`config.mk`:
```
export PLATFORM = sky130hd
export DESIGN_NAME = sram_arbiter_flat
export DESIGN_NICKNAME = d
export VERILOG_FILES = /design/src/rtl/sram_arbiter_pkg.sv /design/src/rtl/sram_arbiter_if.sv /design/src/rtl/sram_arbiter_pick.sv /design/src/rtl/sram_arbiter.sv /design/src/flat_wrapper.sv
export SDC_FILE = /design/constraint.sdc
export NUM_CORES = 1
export LEC_CHECK = 0
export CAP_MARGIN = 20
export CORE_UTILIZATION = 36
export DETAILED_ROUTE_END_ITERATION = 8
export GPL_TIMING_DRIVEN = 0
export PLACE_DENSITY = 0.81
export SLEW_MARGIN = 20
export SYNTH_ARGS = -nofsm -noshare
export SYNTH_HDL_FRONTEND = slang
export SYNTH_HIERARCHICAL = 1
export SYNTH_SLANG_ARGS = --single-unit
export TNS_END_PERCENT = 50
```
`constraint.sdc`:
```
create_clock -name clk -period 2.7 [get_ports clk]
set_clock_uncertainty 0.05 [all_clocks]
set_input_delay 0.54 -clock clk [delete_from_list [all_inputs] [get_ports clk]]
set_output_delay 0.54 -clock clk [all_outputs]
set_load 0.01 [all_outputs]
```
`src/rtl/sram_arbiter_pkg.sv`:
```
`default_nettype none
// ============================================================================
//  Module      : sram_arb_pkg
//  Description : Shared types and default widths for the SRAM arbiter.
//  Revision    : 1.0  initial release
// ============================================================================
package sram_arb_pkg;

    localparam int ADDR_W_DEF        = 20;
    localparam int DATA_W_DEF        = 16;
    localparam int VGA_BURST_MAX_DEF = 8;

    typedef enum logic [1:0] {
        IDLE   = 2'd0,
        ACCESS = 2'd1,
        FINISH = 2'd2
    } arb_state_t;

    typedef enum logic [1:0] {
        REQ_VGA  = 2'd0,
        REQ_BG   = 2'd1,
        REQ_GAME = 2'd2
    } req_id_t;

endpackage
`default_nettype wire

```
`src/rtl/sram_arbiter_if.sv`:
```
`default_nettype none
// ============================================================================
//  Module      : sram_arbiter_if
//  Description : Requester handshakes plus SRAM pin bundle of the arbiter.
//                master = requesters and SRAM device side, slave = arbiter.
//  Revision    : 1.0  initial release
// ============================================================================
interface sram_arbiter_if #(
    parameter int ADDR_W = 20,
    parameter int DATA_W = 16
);
    logic              vga_req;
    logic [ADDR_W-1:0] vga_addr;
    logic              vga_ack;

    logic              bg_req;
    logic              bg_we;
    logic [ADDR_W-1:0] bg_addr;
    logic [DATA_W-1:0] bg_wdata;
    logic              bg_ack;

    logic              game_req;
    logic              game_we;
    logic [ADDR_W-1:0] game_addr;
    logic [DATA_W-1:0] game_wdata;
    logic              game_ack;

    logic [DATA_W-1:0] rdata;
    logic              busy;

    logic [ADDR_W-1:0] sram_addr;
    logic [DATA_W-1:0] sram_dq_out;
    logic              sram_dq_oe;
    logic [DATA_W-1:0] sram_dq_in;
    logic              sram_ce_n;
    logic              sram_oe_n;
    logic              sram_we_n;
    logic              sram_ub_n;
    logic              sram_lb_n;

    modport master (
        output vga_req, vga_addr,
        output bg_req, bg_we, bg_addr, bg_wdata,
        output game_req, game_we, game_addr, game_wdata,
        output sram_dq_in,
        input  vga_ack, bg_ack, game_ack, rdata, busy,
        input  sram_addr, sram_dq_out, sram_dq_oe,
        input  sram_ce_n, sram_oe_n, sram_we_n, sram_ub_n, sram_lb_n
    );

    modport slave (
        input  vga_req, vga_addr,
        input  bg_req, bg_we, bg_addr, bg_wdata,
        input  game_req, game_we, game_addr, game_wdata,
        input  sram_dq_in,
        output vga_ack, bg_ack, game_ack, rdata, busy,
        output sram_addr, sram_dq_out, sram_dq_oe,
        output sram_ce_n, sram_oe_n, sram_we_n, sram_ub_n, sram_lb_n
    );
endinterface
`default_nettype wire

```
`src/rtl/sram_arbiter_pick.sv`:
```
`default_nettype none
// ============================================================================
//  Module      : sram_arb_pick
//  Description : Combinational winner selection. VGA first unless its burst
//                budget is spent while another requester waits; Bg/Game
//                share by a round-robin pointer.
//  Revision    : 1.0  initial release
// ============================================================================
module sram_arb_pick
    import sram_arb_pkg::*;
#(
    parameter int VGA_BURST_MAX = 8,
    parameter int CNT_W         = 4
) (
    input  logic             vga_req,
    input  logic             bg_req,
    input  logic             game_req,
    input  logic [CNT_W-1:0] vga_cnt,
    input  logic             rr_favor_game,
    output req_id_t          win_id,
    output logic             win_valid
);

    logic vga_capped;

    assign vga_capped = (vga_cnt == CNT_W'(VGA_BURST_MAX)) && (bg_req || game_req);

    // Priority decision; VGA yields only when its burst budget is exhausted
    always_comb begin
        win_id    = REQ_VGA;
        win_valid = vga_req || bg_req || game_req;
        if (vga_req && !vga_capped) begin
            win_id = REQ_VGA;
        end else if (bg_req && game_req) begin
            win_id = rr_favor_game ? REQ_GAME : REQ_BG;
        end else if (bg_req) begin
            win_id = REQ_BG;
        end else if (game_req) begin
            win_id = REQ_GAME;
        end
    end

endmodule
`default_nettype wire

```
`src/rtl/sram_arbiter.sv`:
```
`default_nettype none
// ============================================================================
//  Module      : sram_arbiter
//  Description : Three-master arbiter for a 16-bit asynchronous SRAM. Two
//                cycles per access (ACCESS, FINISH); all SRAM pins and acks
//                are registered from the latched request.
//  Revision    : 1.0  initial release
// ============================================================================
module sram_arbiter
    import sram_arb_pkg::*;
#(
    parameter int ADDR_W        = ADDR_W_DEF,
    parameter int DATA_W        = DATA_W_DEF,
    parameter int VGA_BURST_MAX = VGA_BURST_MAX_DEF
) (
    input  logic         clk,
    input  logic         reset_n,
    sram_arbiter_if.slave bus
);

    localparam int CNT_W = $clog2(VGA_BURST_MAX + 1);

    arb_state_t        state;
    req_id_t           cur_id;
    logic              cur_we;
    logic [CNT_W-1:0]  vga_cnt;
    logic              rr_favor_game;

    req_id_t           win_id;
    logic              win_valid;
    logic [ADDR_W-1:0] sel_addr;
    logic              sel_we;
    logic [DATA_W-1:0] sel_wdata;

    sram_arb_pick #(
        .VGA_BURST_MAX (VGA_BURST_MAX),
        .CNT_W         (CNT_W)
    ) u_pick (
        .vga_req       (bus.vga_req),
        .bg_req        (bus.bg_req),
        .game_req      (bus.game_req),
        .vga_cnt       (vga_cnt),
        .rr_favor_game (rr_favor_game),
        .win_id        (win_id),
        .win_valid     (win_valid)
    );

    // Route the winning requester's fields to the latch inputs
    always_comb begin
        sel_addr  = bus.vga_addr;
        sel_we    = 1'b0;
        sel_wdata = '0;
        case (win_id)
            REQ_BG: begin
                sel_addr  = bus.bg_addr;
                sel_we    = bus.bg_we;
                sel_wdata = bus.bg_wdata;
            end
            REQ_GAME: begin
                sel_addr  = bus.game_addr;
                sel_we    = bus.game_we;
                sel_wdata = bus.game_wdata;
            end
            default: ;
        endcase
    end

    // Access FSM with registered strobes, acks, read data and grant bookkeeping
    always_ff @(posedge clk or negedge reset_n) begin
        if (!reset_n) begin
            state           <= IDLE;
            cur_id          <= REQ_VGA;
            cur_we          <= 1'b0;
            vga_cnt         <= '0;
            rr_favor_game   <= 1'b0;
            bus.vga_ack     <= 1'b0;
            bus.bg_ack      <= 1'b0;
            bus.game_ack    <= 1'b0;
            bus.rdata       <= '0;
            bus.busy        <= 1'b0;
            bus.sram_addr   <= '0;
            bus.sram_dq_out <= '0;
            bus.sram_dq_oe  <= 1'b0;
            bus.sram_ce_n   <= 1'b1;
            bus.sram_oe_n   <= 1'b1;
            bus.sram_we_n   <= 1'b1;
            bus.sram_ub_n   <= 1'b1;
            bus.sram_lb_n   <= 1'b1;
        end else begin
            bus.vga_ack  <= 1'b0;
            bus.bg_ack   <= 1'b0;
            bus.game_ack <= 1'b0;
            case (state)
                IDLE, FINISH: begin
                    if (win_valid) begin
                        state           <= ACCESS;
                        cur_id          <= win_id;
                        cur_we          <= sel_we;
                        bus.busy        <= 1'b1;
                        bus.sram_addr   <= sel_addr;
                        bus.sram_dq_out <= sel_wdata;
                        bus.sram_dq_oe  <= sel_we;
                        bus.sram_ce_n   <= 1'b0;
                        bus.sram_ub_n   <= 1'b0;
                        bus.sram_lb_n   <= 1'b0;
                        bus.sram_oe_n   <= sel_we;
                        bus.sram_we_n   <= ~sel_we;
                        if (win_id == REQ_VGA) begin
                            if (vga_cnt != CNT_W'(VGA_BURST_MAX))
                                vga_cnt <= vga_cnt + CNT_W'(1);
                        end else begin
                            vga_cnt       <= '0;
                            rr_favor_game <= (win_id == REQ_BG);
                        end
                    end else begin
                        state          <= IDLE;
                        bus.busy       <= 1'b0;
                        bus.sram_dq_oe <= 1'b0;
                        bus.sram_ce_n  <= 1'b1;
                        bus.sram_ub_n  <= 1'b1;
                        bus.sram_lb_n  <= 1'b1;
                        bus.sram_oe_n  <= 1'b1;
                        bus.sram_we_n  <= 1'b1;
                    end
                    // A decision taken without VGA asking ends its burst
                    if (!bus.vga_req)
                        vga_cnt <= '0;
                end
                ACCESS: begin
                    // CE, address and write data stay put through FINISH for hold time
                    state         <= FINISH;
                    bus.sram_oe_n <= 1'b1;
                    bus.sram_we_n <= 1'b1;
                    if (!cur_we)
                        bus.rdata <= bus.sram_dq_in;
                    case (cur_id)
                        REQ_BG:   bus.bg_ack   <= 1'b1;
                        REQ_GAME: bus.game_ack <= 1'b1;
                        default:  bus.vga_ack  <= 1'b1;
                    endcase
                end
                default: state <= IDLE;
            endcase
        end
    end

endmodule
`default_nettype wire

```
`src/flat_wrapper.sv`:
```
// flat-port wrapper written by rule: the top's interface ports become plain ports
module sram_arbiter_flat import sram_arb_pkg::*;
#(
    parameter int ADDR_W        = ADDR_W_DEF,
    parameter int DATA_W        = DATA_W_DEF,
    parameter int VGA_BURST_MAX = VGA_BURST_MAX_DEF
)
  (clk, reset_n, bus_vga_req, bus_vga_addr, bus_bg_req, bus_bg_we, bus_bg_addr, bus_bg_wdata, bus_game_req, bus_game_we, bus_game_addr, bus_game_wdata, bus_sram_dq_in, bus_vga_ack, bus_bg_ack, bus_game_ack, bus_rdata, bus_busy, bus_sram_addr, bus_sram_dq_out, bus_sram_dq_oe, bus_sram_ce_n, bus_sram_oe_n, bus_sram_we_n, bus_sram_ub_n, bus_sram_lb_n);
  sram_arbiter_if #(.ADDR_W(ADDR_W), .DATA_W(DATA_W)) bus_i ();
  input  logic clk;
  input  logic reset_n;
  input wire logic [$bits(bus_i.vga_req)-1:0] bus_vga_req;
  input wire logic [$bits(bus_i.vga_addr)-1:0] bus_vga_addr;
  input wire logic [$bits(bus_i.bg_req)-1:0] bus_bg_req;
  input wire logic [$bits(bus_i.bg_we)-1:0] bus_bg_we;
  input wire logic [$bits(bus_i.bg_addr)-1:0] bus_bg_addr;
  input wire logic [$bits(bus_i.bg_wdata)-1:0] bus_bg_wdata;
  input wire logic [$bits(bus_i.game_req)-1:0] bus_game_req;
  input wire logic [$bits(bus_i.game_we)-1:0] bus_game_we;
  input wire logic [$bits(bus_i.game_addr)-1:0] bus_game_addr;
  input wire logic [$bits(bus_i.game_wdata)-1:0] bus_game_wdata;
  input wire logic [$bits(bus_i.sram_dq_in)-1:0] bus_sram_dq_in;
  output wire logic [$bits(bus_i.vga_ack)-1:0] bus_vga_ack;
  output wire logic [$bits(bus_i.bg_ack)-1:0] bus_bg_ack;
  output wire logic [$bits(bus_i.game_ack)-1:0] bus_game_ack;
  output wire logic [$bits(bus_i.rdata)-1:0] bus_rdata;
  output wire logic [$bits(bus_i.busy)-1:0] bus_busy;
  output wire logic [$bits(bus_i.sram_addr)-1:0] bus_sram_addr;
  output wire logic [$bits(bus_i.sram_dq_out)-1:0] bus_sram_dq_out;
  output wire logic [$bits(bus_i.sram_dq_oe)-1:0] bus_sram_dq_oe;
  output wire logic [$bits(bus_i.sram_ce_n)-1:0] bus_sram_ce_n;
  output wire logic [$bits(bus_i.sram_oe_n)-1:0] bus_sram_oe_n;
  output wire logic [$bits(bus_i.sram_we_n)-1:0] bus_sram_we_n;
  output wire logic [$bits(bus_i.sram_ub_n)-1:0] bus_sram_ub_n;
  output wire logic [$bits(bus_i.sram_lb_n)-1:0] bus_sram_lb_n;
  assign bus_i.vga_req = bus_vga_req;
  assign bus_i.vga_addr = bus_vga_addr;
  assign bus_i.bg_req = bus_bg_req;
  assign bus_i.bg_we = bus_bg_we;
  assign bus_i.bg_addr = bus_bg_addr;
  assign bus_i.bg_wdata = bus_bg_wdata;
  assign bus_i.game_req = bus_game_req;
  assign bus_i.game_we = bus_game_we;
  assign bus_i.game_addr = bus_game_addr;
  assign bus_i.game_wdata = bus_game_wdata;
  assign bus_i.sram_dq_in = bus_sram_dq_in;
  assign bus_vga_ack = bus_i.vga_ack;
  assign bus_bg_ack = bus_i.bg_ack;
  assign bus_game_ack = bus_i.game_ack;
  assign bus_rdata = bus_i.rdata;
  assign bus_busy = bus_i.busy;
  assign bus_sram_addr = bus_i.sram_addr;
  assign bus_sram_dq_out = bus_i.sram_dq_out;
  assign bus_sram_dq_oe = bus_i.sram_dq_oe;
  assign bus_sram_ce_n = bus_i.sram_ce_n;
  assign bus_sram_oe_n = bus_i.sram_oe_n;
  assign bus_sram_we_n = bus_i.sram_we_n;
  assign bus_sram_ub_n = bus_i.sram_ub_n;
  assign bus_sram_lb_n = bus_i.sram_lb_n;
  sram_arbiter #(.ADDR_W(ADDR_W), .DATA_W(DATA_W), .VGA_BURST_MAX(VGA_BURST_MAX)) u_core (.clk(clk), .reset_n(reset_n), .bus(bus_i));
endmodule
```
==> results of run 1 <==
cells in the mapped netlist:
| cell type | number |
|---|---|
| sky130_fd_sc_hd__nor2b_4 | 2 |
| sky130_fd_sc_hd__o221ai_1 | 1 |
| sky130_fd_sc_hd__nand2_1 | 29 |
| sky130_fd_sc_hd__ha_1 | 7 |
| sky130_fd_sc_hd__nor2_1 | 23 |
| sky130_fd_sc_hd__or4b_1 | 1 |
| sky130_fd_sc_hd__a31oi_1 | 2 |
| sky130_fd_sc_hd__o21ai_1 | 1 |
| sky130_fd_sc_hd__buf_6 | 2 |
| sky130_fd_sc_hd__mux2i_1 | 3 |
| sky130_fd_sc_hd__buf_12 | 1 |
| sky130_fd_sc_hd__nand3b_1 | 1 |
| sky130_fd_sc_hd__buf_1 | 1 |
| sky130_fd_sc_hd__o21ai_0 | 21 |
| sky130_fd_sc_hd__o21a_1 | 1 |
| sky130_fd_sc_hd__clkbuf_1 | 6 |
| sky130_fd_sc_hd__dfstp_2 | 3 |
| sky130_fd_sc_hd__nand2b_1 | 1 |
| sky130_fd_sc_hd__buf_4 | 4 |
| sky130_fd_sc_hd__a21oi_1 | 3 |
| sky130_fd_sc_hd__o2bb2ai_1 | 1 |
| sky130_fd_sc_hd__and2_1 | 3 |
| sky130_fd_sc_hd__a22oi_1 | 36 |
| sky130_fd_sc_hd__inv_4 | 1 |
| sky130_fd_sc_hd__a22o_1 | 1 |
| sky130_fd_sc_hd__a21o_1 | 20 |
| sky130_fd_sc_hd__nand3_1 | 2 |
| sky130_fd_sc_hd__nand4b_1 | 2 |
| sky130_fd_sc_hd__nand2_2 | 1 |
| sky130_fd_sc_hd__buf_2 | 12 |
| sky130_fd_sc_hd__a21boi_0 | 1 |
| sky130_fd_sc_hd__a211oi_1 | 20 |
| sky130_fd_sc_hd__dfrtp_1 | 67 |
| sky130_fd_sc_hd__inv_1 | 12 |
| sky130_fd_sc_hd__mux2_4 | 10 |
| sky130_fd_sc_hd__nor2b_1 | 2 |
| sky130_fd_sc_hd__nor3b_1 | 2 |
| sky130_fd_sc_hd__or3_1 | 1 |
| sky130_fd_sc_hd__mux2_2 | 7 |
| sky130_fd_sc_hd__a221oi_1 | 2 |
what timing repair did:
| item | CTS | global route |
|---|---|---|
| pin swaps | 2 | 2 |
| gates resized for setup | 14 | 18 |
| buffers inserted | 1 | 6 |
| setup endpoints to repair | 34 | 31 |
cell families (layout without fill, tap and decap cells):
logic type,count (synthesis),count (layout),share of synthesized area
muxes,20,20,0.07591
and+or+nand+nor,70,70,0.09755
AOI/OAI and AO/OA,110,110,0.2248
buffers and inverters,39,239,0.06161
DFF,70,70,0.5145
adders and majority gates,7,7,0.02567
final timing paths:
| check | start | end | slack [ns] |
|---|---|---|---|
| worst max-delay path | u_core/vga_cnt[0] | u_core/bus.sram_addr[9] | 0.09 |
| worst min-delay path | reset_n | u_core/bus.sram_dq_oe | 0.06 |
| worst max register to register | u_core/vga_cnt[0] | u_core/bus.sram_addr[9] | 0.09 |
| worst min register to register | u_core/bus.sram_addr[7] | u_core/bus.sram_addr[7] | 0.43 |
| max in group asynchronous | reset_n | u_core/bus.sram_addr[19] | 2.00 |
| min in group clk | u_core/bus.sram_addr[7] | u_core/bus.sram_addr[7] | 0.43 |
critical path, cell delays in order (launching register included):
cell	delay, ns
sky130_fd_sc_hd__dfrtp_2	0.44
sky130_fd_sc_hd__or4b_4	0.57
sky130_fd_sc_hd__a221oi_4	0.28
sky130_fd_sc_hd__inv_1	0.10
sky130_fd_sc_hd__ha_1	0.20
sky130_fd_sc_hd__buf_4	0.17
sky130_fd_sc_hd__buf_2	0.21
sky130_fd_sc_hd__a22oi_1	0.20
sky130_fd_sc_hd__a211oi_1	0.11
sky130_fd_sc_hd__a21o_1	0.16
flip-flops by register name, indices dropped and copies added, names as in the netlist, 2 cells and up:
register and cells:
u_core/state 2, u_core/cur_id 2, u_core/bus.sram_dq_out 16, u_core/vga_cnt 4, u_core/bus.rdata 16, u_core/bus.sram_addr 20
metal layers:
metal / global-route usage / up-vias / routed length [um]
met3: 0.04919 / 10 / 593
li1: - / 1522 / -
met5: 0 / - / 0
met4: 0.06335 / 0 / 99
met1: 0.2429 / 1497 / 4048
met2: 0.3520 / 102 / 5108
cell type report:
class / instances / area share
Timing Repair Buffer: 184 / 0.3222
Clock buffer: 9 / 0.02170
Inverter: 13 / 0.008985
Multi-Input combinational cell: 207 / 0.2663
Tap cell: 111 / 0.02433
Buffer: 26 / 0.03156
Sequential cell: 70 / 0.3081
Clock inverter: 7 / 0.01687
power by group through the flow:
stage	Clock, W	Combinational (W)	Sequential (W)
finish	0.000929	0.00199	0.00157
global route	0.00101	0.00213	0.00162
CTS	0.000959	0.00194	0.00158
detailed placement	0	0.00189	0.00159
global placement	0	0.00185	0.00157
floorplan	0	0.000772	0.00171
per-stage QoR:
step | instance area (um2) | instances | worst slack (ns) | total power [W]
after floorplan | 3412 | 316 | 0.1150 | 0.002479
after CTS | 5623 | 621 | 0.01848 | 0.004481
after detailed placement | 5338 | 604 | -0.5168 | 0.003486
after global placement | 5313 | 603 | -1.300 | 0.003425
final | 5709 | 627 | 0.08651 | 0.004494
after global routing | 5709 | 627 | -0.02701 | 0.004758
==> key figures, run 1 <==
Clocking
  • Number of buffers on the longest clock path: 2
  • Clock root buffer master: sky130_fd_sc_hd__clkbuf_8
  • CTS tree: yes
  • Count of clock tree sinks: 70
  • Number of H-tree levels: 3
  • Total CTS buffers: 9
  • Clock latency of the later-clocked register in the worst-skew pair: 0.33 ns
  • Clock slew at the register clock pins of the worst setup and hold paths: 0.08 ns
  • Number of buffers inserted by hold repair at cts: 0

Die
  • Boundary Pins: 177
  • Width of the chip: 99.36 um
  • Area of the die: 9871 um2
  • Starting density of the core: 0.3710
  • Core area: 9196 um2
  • Vertical die dimension: 99.36 um
  • Row count: 35

Cells and area
  • Fraction of final layout cells with drive strength greater than 1: 0.1667
  • Most used cells in the layout excluding fill and tap cells: 175 x sky130_fd_sc_hd__clkdlybuf4s50_1, 64 x sky130_fd_sc_hd__dfrtp_1, 32 x sky130_fd_sc_hd__a22oi_1
  • Commonest non-fill, non-tap cell in the layout: sky130_fd_sc_hd__clkdlybuf4s50_1
  • Seq. cell area: 1759 um2
  • Filler Cell Count: 773
  • Multi-input gate area: 1520 um2
  • NumNets Final: 633
  • Core occupancy in the finished layout: 0.6208
  • Antenna Diode Count: 0
  • Area delta synth->final: 67.33%

STA
  • Max frequency: 0.3826 GHz
  • Max Slew Vio Count: 0
  • Hold slack: 0.06243 ns
  • Worst relative slew slack: 0.6964
  • Fin. Hold Viols: 0
  • Setup TNS: 0 ns
  • Time the worst path needs with I/O delays and setup: 2.613 ns
  • Final setup vio count: 0
  • Transition at the pin with the smallest max-transition slack: 0.4554 ns
  • Crit share post-route: 0.9680

Worst setup path
  • Data required time of the worst path: 2.88 ns
  • CP Launch Type: flop
  • Class of the most critical setup path: flop to flop
  • Nature of the critical path endpoint: flop
  • Register-to-Register Path Depth: 9
  • Critical path fanouts, max: 10
  • Worst Path Arrival: 2.79 ns

Synth
  • Share of the synthesized area in the top cell type: 0.4914
  • YS warnings: 6
  • Post-synth design cell area: 3412 um2
  • Portion of the post-synthesis area used by sequential elements: 0.5145
  • Post-synth cell types: 40
  • Top area cells in the synthesized netlist: sky130_fd_sc_hd__dfrtp_1 49%, sky130_fd_sc_hd__a22oi_1 7.9%, sky130_fd_sc_hd__a211oi_1 4.4%
  • Number of instances in the synthesized netlist: 316
  • Number of synthesized register bits: 70
  • Synth Area per Inst: 10.80 um2
  • Biggest area consumer among synthesized cells: sky130_fd_sc_hd__dfrtp_1
  • Synthesized Nets: 438

Drt
  • Via count normalized by instance count: 4.994
  • Via total after detailed routing: 3,131
  • Drc violations: 0
  • Number of search-and-repair iterations in the first detailed-routing pass: 4
  • Number of nets with antenna violations after routing: 0
  • Avg WL per Cell: 15.71 um
  • Sum of routed wire length over all layers: 9850 um
  • Number of DRC markers in iteration 0: 61

Power and ir drop
  • Combinational share of power: 0.443
  • Total power divided by cell area: 787.1 nW/um2
  • Power share of the clock group: 0.207
  • Leakage component of the power: 2.496 nW
  • Internal Pwr Total: 0.003058 W
  • Sequential share of power: 0.350
  • P_sw: 0.001436 W
  • Fraction of power spent switching nets: 0.3196
  • Worst vdd ir: 0.4016 mV

Global routing
  • Vias in the first global route: 3,187
  • Wire length of the first global-routing pass: 15,530 um
  • Aggregate global routing overflow: 0
  • Pin count of the biggest net entering global routing: 46
  • Tot GR Track Use: 0.2008
  • Initial antenna violation count: 0

Placed design
  • HPWL reported at the end of detailed placement: 7352 um
  • Weighted congestion at the end of routability-driven global placement: 0.8086
  • Number of input and output port buffers inserted: 176

Flow run
  • Reported max-cap violation count: 0

Run status
  • Run status: finished, final reports clean

Hold path
  • Classification of the worst-slack hold path: primary input to asynchronous set/reset pin
(Power assumes the default switching activity.)
==> run 2, diff against run 1 <==
--- a/config.mk
+++ b/config.mk
@@ -6,10 +6,10 @@
 export NUM_CORES = 1
 export LEC_CHECK = 0
 export CAP_MARGIN = 20
-export CORE_UTILIZATION = 36
+export CORE_UTILIZATION = 43
 export DETAILED_ROUTE_END_ITERATION = 8
 export GPL_TIMING_DRIVEN = 0
-export PLACE_DENSITY = 0.81
+export PLACE_DENSITY = 0.9
 export SLEW_MARGIN = 20
 export SYNTH_ARGS = -nofsm -noshare
 export SYNTH_HDL_FRONTEND = slang
==> constraint.sdc (replaced) <==
create_clock -name clk -period 3.04 [get_ports clk]
set_clock_uncertainty 0.05 [all_clocks]
set_input_delay 0.608 -clock clk [delete_from_list [all_inputs] [get_ports clk]]
set_output_delay 0.608 -clock clk [all_outputs]
set_load 0.01 [all_outputs]
==> run 2 against run 1 <==
Against the previous run:
- sequential power is 10% lower
- flip-flop and latch count stayed put
- wire length is 0.82% higher
==> key figures, run 2 (synthesized netlist as in run 1, its figures left out) <==
Worst setup path
  • CP Launch Type: flop (unchanged)
  • Nature of the critical path endpoint: flop (unchanged)
  • Data required time of the worst path: 3.29 ns (was 2.88 ns)
  • Sum of buffers and inverters on the critical path: 3 (unchanged)
  • Critical path cell sequence: or4b_1 > a221oi_4 > inv_1 > ha_1 > buf_2 > clkbuf_2 > nor2_1 > a211oi_1 > a21o_1 (was or4b_4 > a221oi_4 > inv_1 > ha_1 > buf_4 > buf_2 > a22oi_1 > a211oi_1 > a21o_1)
  • Worst Path Arrival: 3.10 ns (was 2.79 ns)
  • Class of the most critical setup path: flop to flop (unchanged)
  • Slowest CP cell: sky130_fd_sc_hd__or4b_1 (was sky130_fd_sc_hd__or4b_4)
  • Largest delay share family, worst path: simple AND/OR/NAND/NOR gates (was compound AO/OA/AOI/OAI gates)
  • Delay of the slowest cell on the worst path: 0.66 ns (was 0.57 ns)
  • Critical path fanouts, max: 10 (unchanged)

STA
  • Fin. Hold Viols: 0 (unchanged)
  • Transition at the pin with the smallest max-transition slack: 0.4534 ns (was 0.4554 ns)
  • Time the worst path needs with I/O delays and setup: 2.853 ns (was 2.613 ns)
  • Max Slew Vio Count: 0 (unchanged)
  • Setup repair after global routing missed its margin: no
  • PnR worst setup slack: 0.1868 ns (was 0.08651 ns)
  • Worst relative slew slack: 0.6968 (was 0.6964)
  • Final setup vio count: 0 (unchanged)
  • Max frequency: 0.3505 GHz (was 0.3826 GHz)
  • Crit share post-route: 0.9386 (was 0.9680)
  • Hold slack: 0.09144 ns (was 0.06243 ns)

Placed design
  • Number of input and output port buffers inserted: 176 (unchanged)
  • Number of placed cells counting well taps: 595 (was 604)
  • Pre-CTS setup slack: -0.2444 ns (was -0.5168 ns)
  • HPWL reported at the end of detailed placement: 7690 um (was 7352 um)
  • Weighted congestion at the end of routability-driven global placement: 0.8182 (was 0.8086)

Power and ir drop
  • Worst vdd ir: 0.3298 mV (was 0.4016 mV)
  • Total power divided by cell area: 713.7 nW/um2 (was 787.1 nW/um2)
  • Leakage component of the power: 2.450 nW (was 2.496 nW)

Die
  • Area of the die: 8296 um2 (was 9871 um2)
  • Starting density of the core: 0.4438 (was 0.3710)
  • Core area: 7687 um2 (was 9196 um2)
  • Boundary Pins: 177 (unchanged)
  • Vertical die dimension: 91.08 um (was 99.36 um)
  • Width of the chip: 91.08 um (was 99.36 um)
  • Row count: 32 (was 35)

Drt
  • Number of DRC markers in iteration 0: 109 (was 61)
  • Avg WL per Cell: 16.25 um (was 15.71 um)
  • Drc violations: 0 (unchanged)
  • Number of nets with antenna violations after routing: 0 (unchanged)
  • Sum of routed wire length over all layers: 9931 um (was 9850 um)
  • Via count normalized by instance count: 5.296 (was 4.994)
  • Number of search-and-repair iterations in the first detailed-routing pass: 4 (unchanged)
  • Via total after detailed routing: 3,236 (was 3,131)

Cells and area
  • Most used cells in the layout excluding fill and tap cells: 175 x sky130_fd_sc_hd__clkdlybuf4s50_1, 67 x sky130_fd_sc_hd__dfrtp_1, 36 x sky130_fd_sc_hd__a22oi_1 (was 175 x sky130_fd_sc_hd__clkdlybuf4s50_1, 64 x sky130_fd_sc_hd__dfrtp_1, 32 x sky130_fd_sc_hd__a22oi_1)
  • Largest Register: u_core/bus.sram_addr (unchanged)
  • Flip-flop count of the largest register, all copies and words added: 20 (unchanged)
  • Commonest non-fill, non-tap cell in the layout: sky130_fd_sc_hd__clkdlybuf4s50_1 (unchanged)
  • Multi-input gate area: 1481 um2 (was 1520 um2)
  • NumNets Final: 626 (was 633)
  • Largest registers: u_core/bus.sram_addr: 20 flops, u_core/bus.rdata: 16 flops, u_core/bus.sram_dq_out: 16 flops (unchanged)
  • Seq. cell area: 1755 um2 (was 1759 um2)
  • Fraction of final layout cells with drive strength greater than 1: 0.1316 (was 0.1667)
  • Antenna Diode Count: 0 (unchanged)
  • Post-route insts no fill: 611 (was 627)
  • Area delta synth->final: 63.92% (was 67.33%)
  • Filler Cell Count: 559 (was 773)

Clocking
  • Clock latency of the later-clocked register in the worst-skew pair: 0.35 ns (was 0.33 ns)
  • Number of H-tree levels: 3 (unchanged)
  • Number of buffers on the longest clock path: 2 (unchanged)
  • Total CTS buffers: 9 (unchanged)
  • Clock root buffer master: sky130_fd_sc_hd__clkbuf_8 (unchanged)
  • Clock slew at the register clock pins of the worst setup and hold paths: 0.09 ns (was 0.08 ns)
  • Count of clock tree sinks: 70 (unchanged)
  • CTS tree: yes (unchanged)

Global routing
  • Wire length of the first global-routing pass: 16,050 um (was 15,530 um)
  • Pin count of the biggest net entering global routing: 46 (unchanged)
  • Initial antenna violation count: 0 (unchanged)
  • Aggregate global routing overflow: 0 (unchanged)
  • Vias in the first global route: 3,272 (was 3,187)
  • Tot GR Track Use: 0.2503 (was 0.2008)

Flow run
  • Reported max-cap violation count: 0 (unchanged)

Run status
  • Run status: finished, final reports clean (unchanged)

Hold path
  • Classification of the worst-slack hold path: primary input to asynchronous set/reset pin (unchanged)
run 2: final timing paths:
kind | cells after the start | startpoint | slack [ns] | endpoint
max | 9 | u_core/vga_cnt[0] | 0.19 | u_core/bus.sram_addr[4]
min | 1 | reset_n | 0.09 | u_core/bus.rdata[8]
max reg2reg | 9 | u_core/vga_cnt[0] | 0.19 | u_core/bus.sram_addr[4]
min reg2reg | 1 | u_core/bus.sram_addr[4] | 0.43 | u_core/bus.sram_addr[4]
max in group asynchronous | 2 | reset_n | 2.31 | u_core/bus.sram_dq_out[13]
min in group clk | 1 | u_core/bus.sram_addr[4] | 0.43 | u_core/bus.sram_addr[4]
run 2: cell type report:
type                       instances  share of cell area
timing repair buffer             177              0.3195
clock buffer                       9             0.02215
buffer                            26             0.02931
tap                              102             0.02282
multi-input combinational        207              0.2649
clock inverter                     7             0.01834
inverter                          13            0.009172
sequential                        70              0.3139
run 2: routing by layer:
| layer | track usage | up-vias | routed length [um] |
|---|---|---|---|
| met5 | 0 | - | 0 |
| met4 | 0.1045 | 0 | 204 |
| met3 | 0.06533 | 21 | 648 |
| met2 | 0.4451 | 123 | 5269 |
| met1 | 0.2838 | 1577 | 3809 |
| li1 | - | 1515 | - |
run 2: power breakdown:
part	leakage, nW	internal, W	total [W]	switching (W)
sequential	0.880	0.00122	0.00141	0.000189
clock	0.111	0.000473	0.000869	0.000395
combinational	1.46	0.000984	0.00171	0.000728
run 2: metrics by stage:
stage / area (um2) / util / TNS (ns) / total power, W
2_1_floorplan: 3412 / - / 0 / 0.002202
3_3_place_gp: 5301 / 0.6896 / -64.11 / 0.003033
3_5_place_dp: 5326 / 0.6929 / -3.762 / 0.003113
4_1_cts: 5555 / 0.7227 / 0 / 0.003980
5_1_grt: 5593 / 0.7275 / 0 / 0.004203
6_report: 5593 / 0.7275 / 0 / 0.003992
run 2: what timing repair did:
action | 4_1_cts | 5_1_grt
endpoints found under the setup margin | 4 | 32
hold buffers | 0 | 0
buffers inserted | 0 | 0
resized for setup | 2 | 8
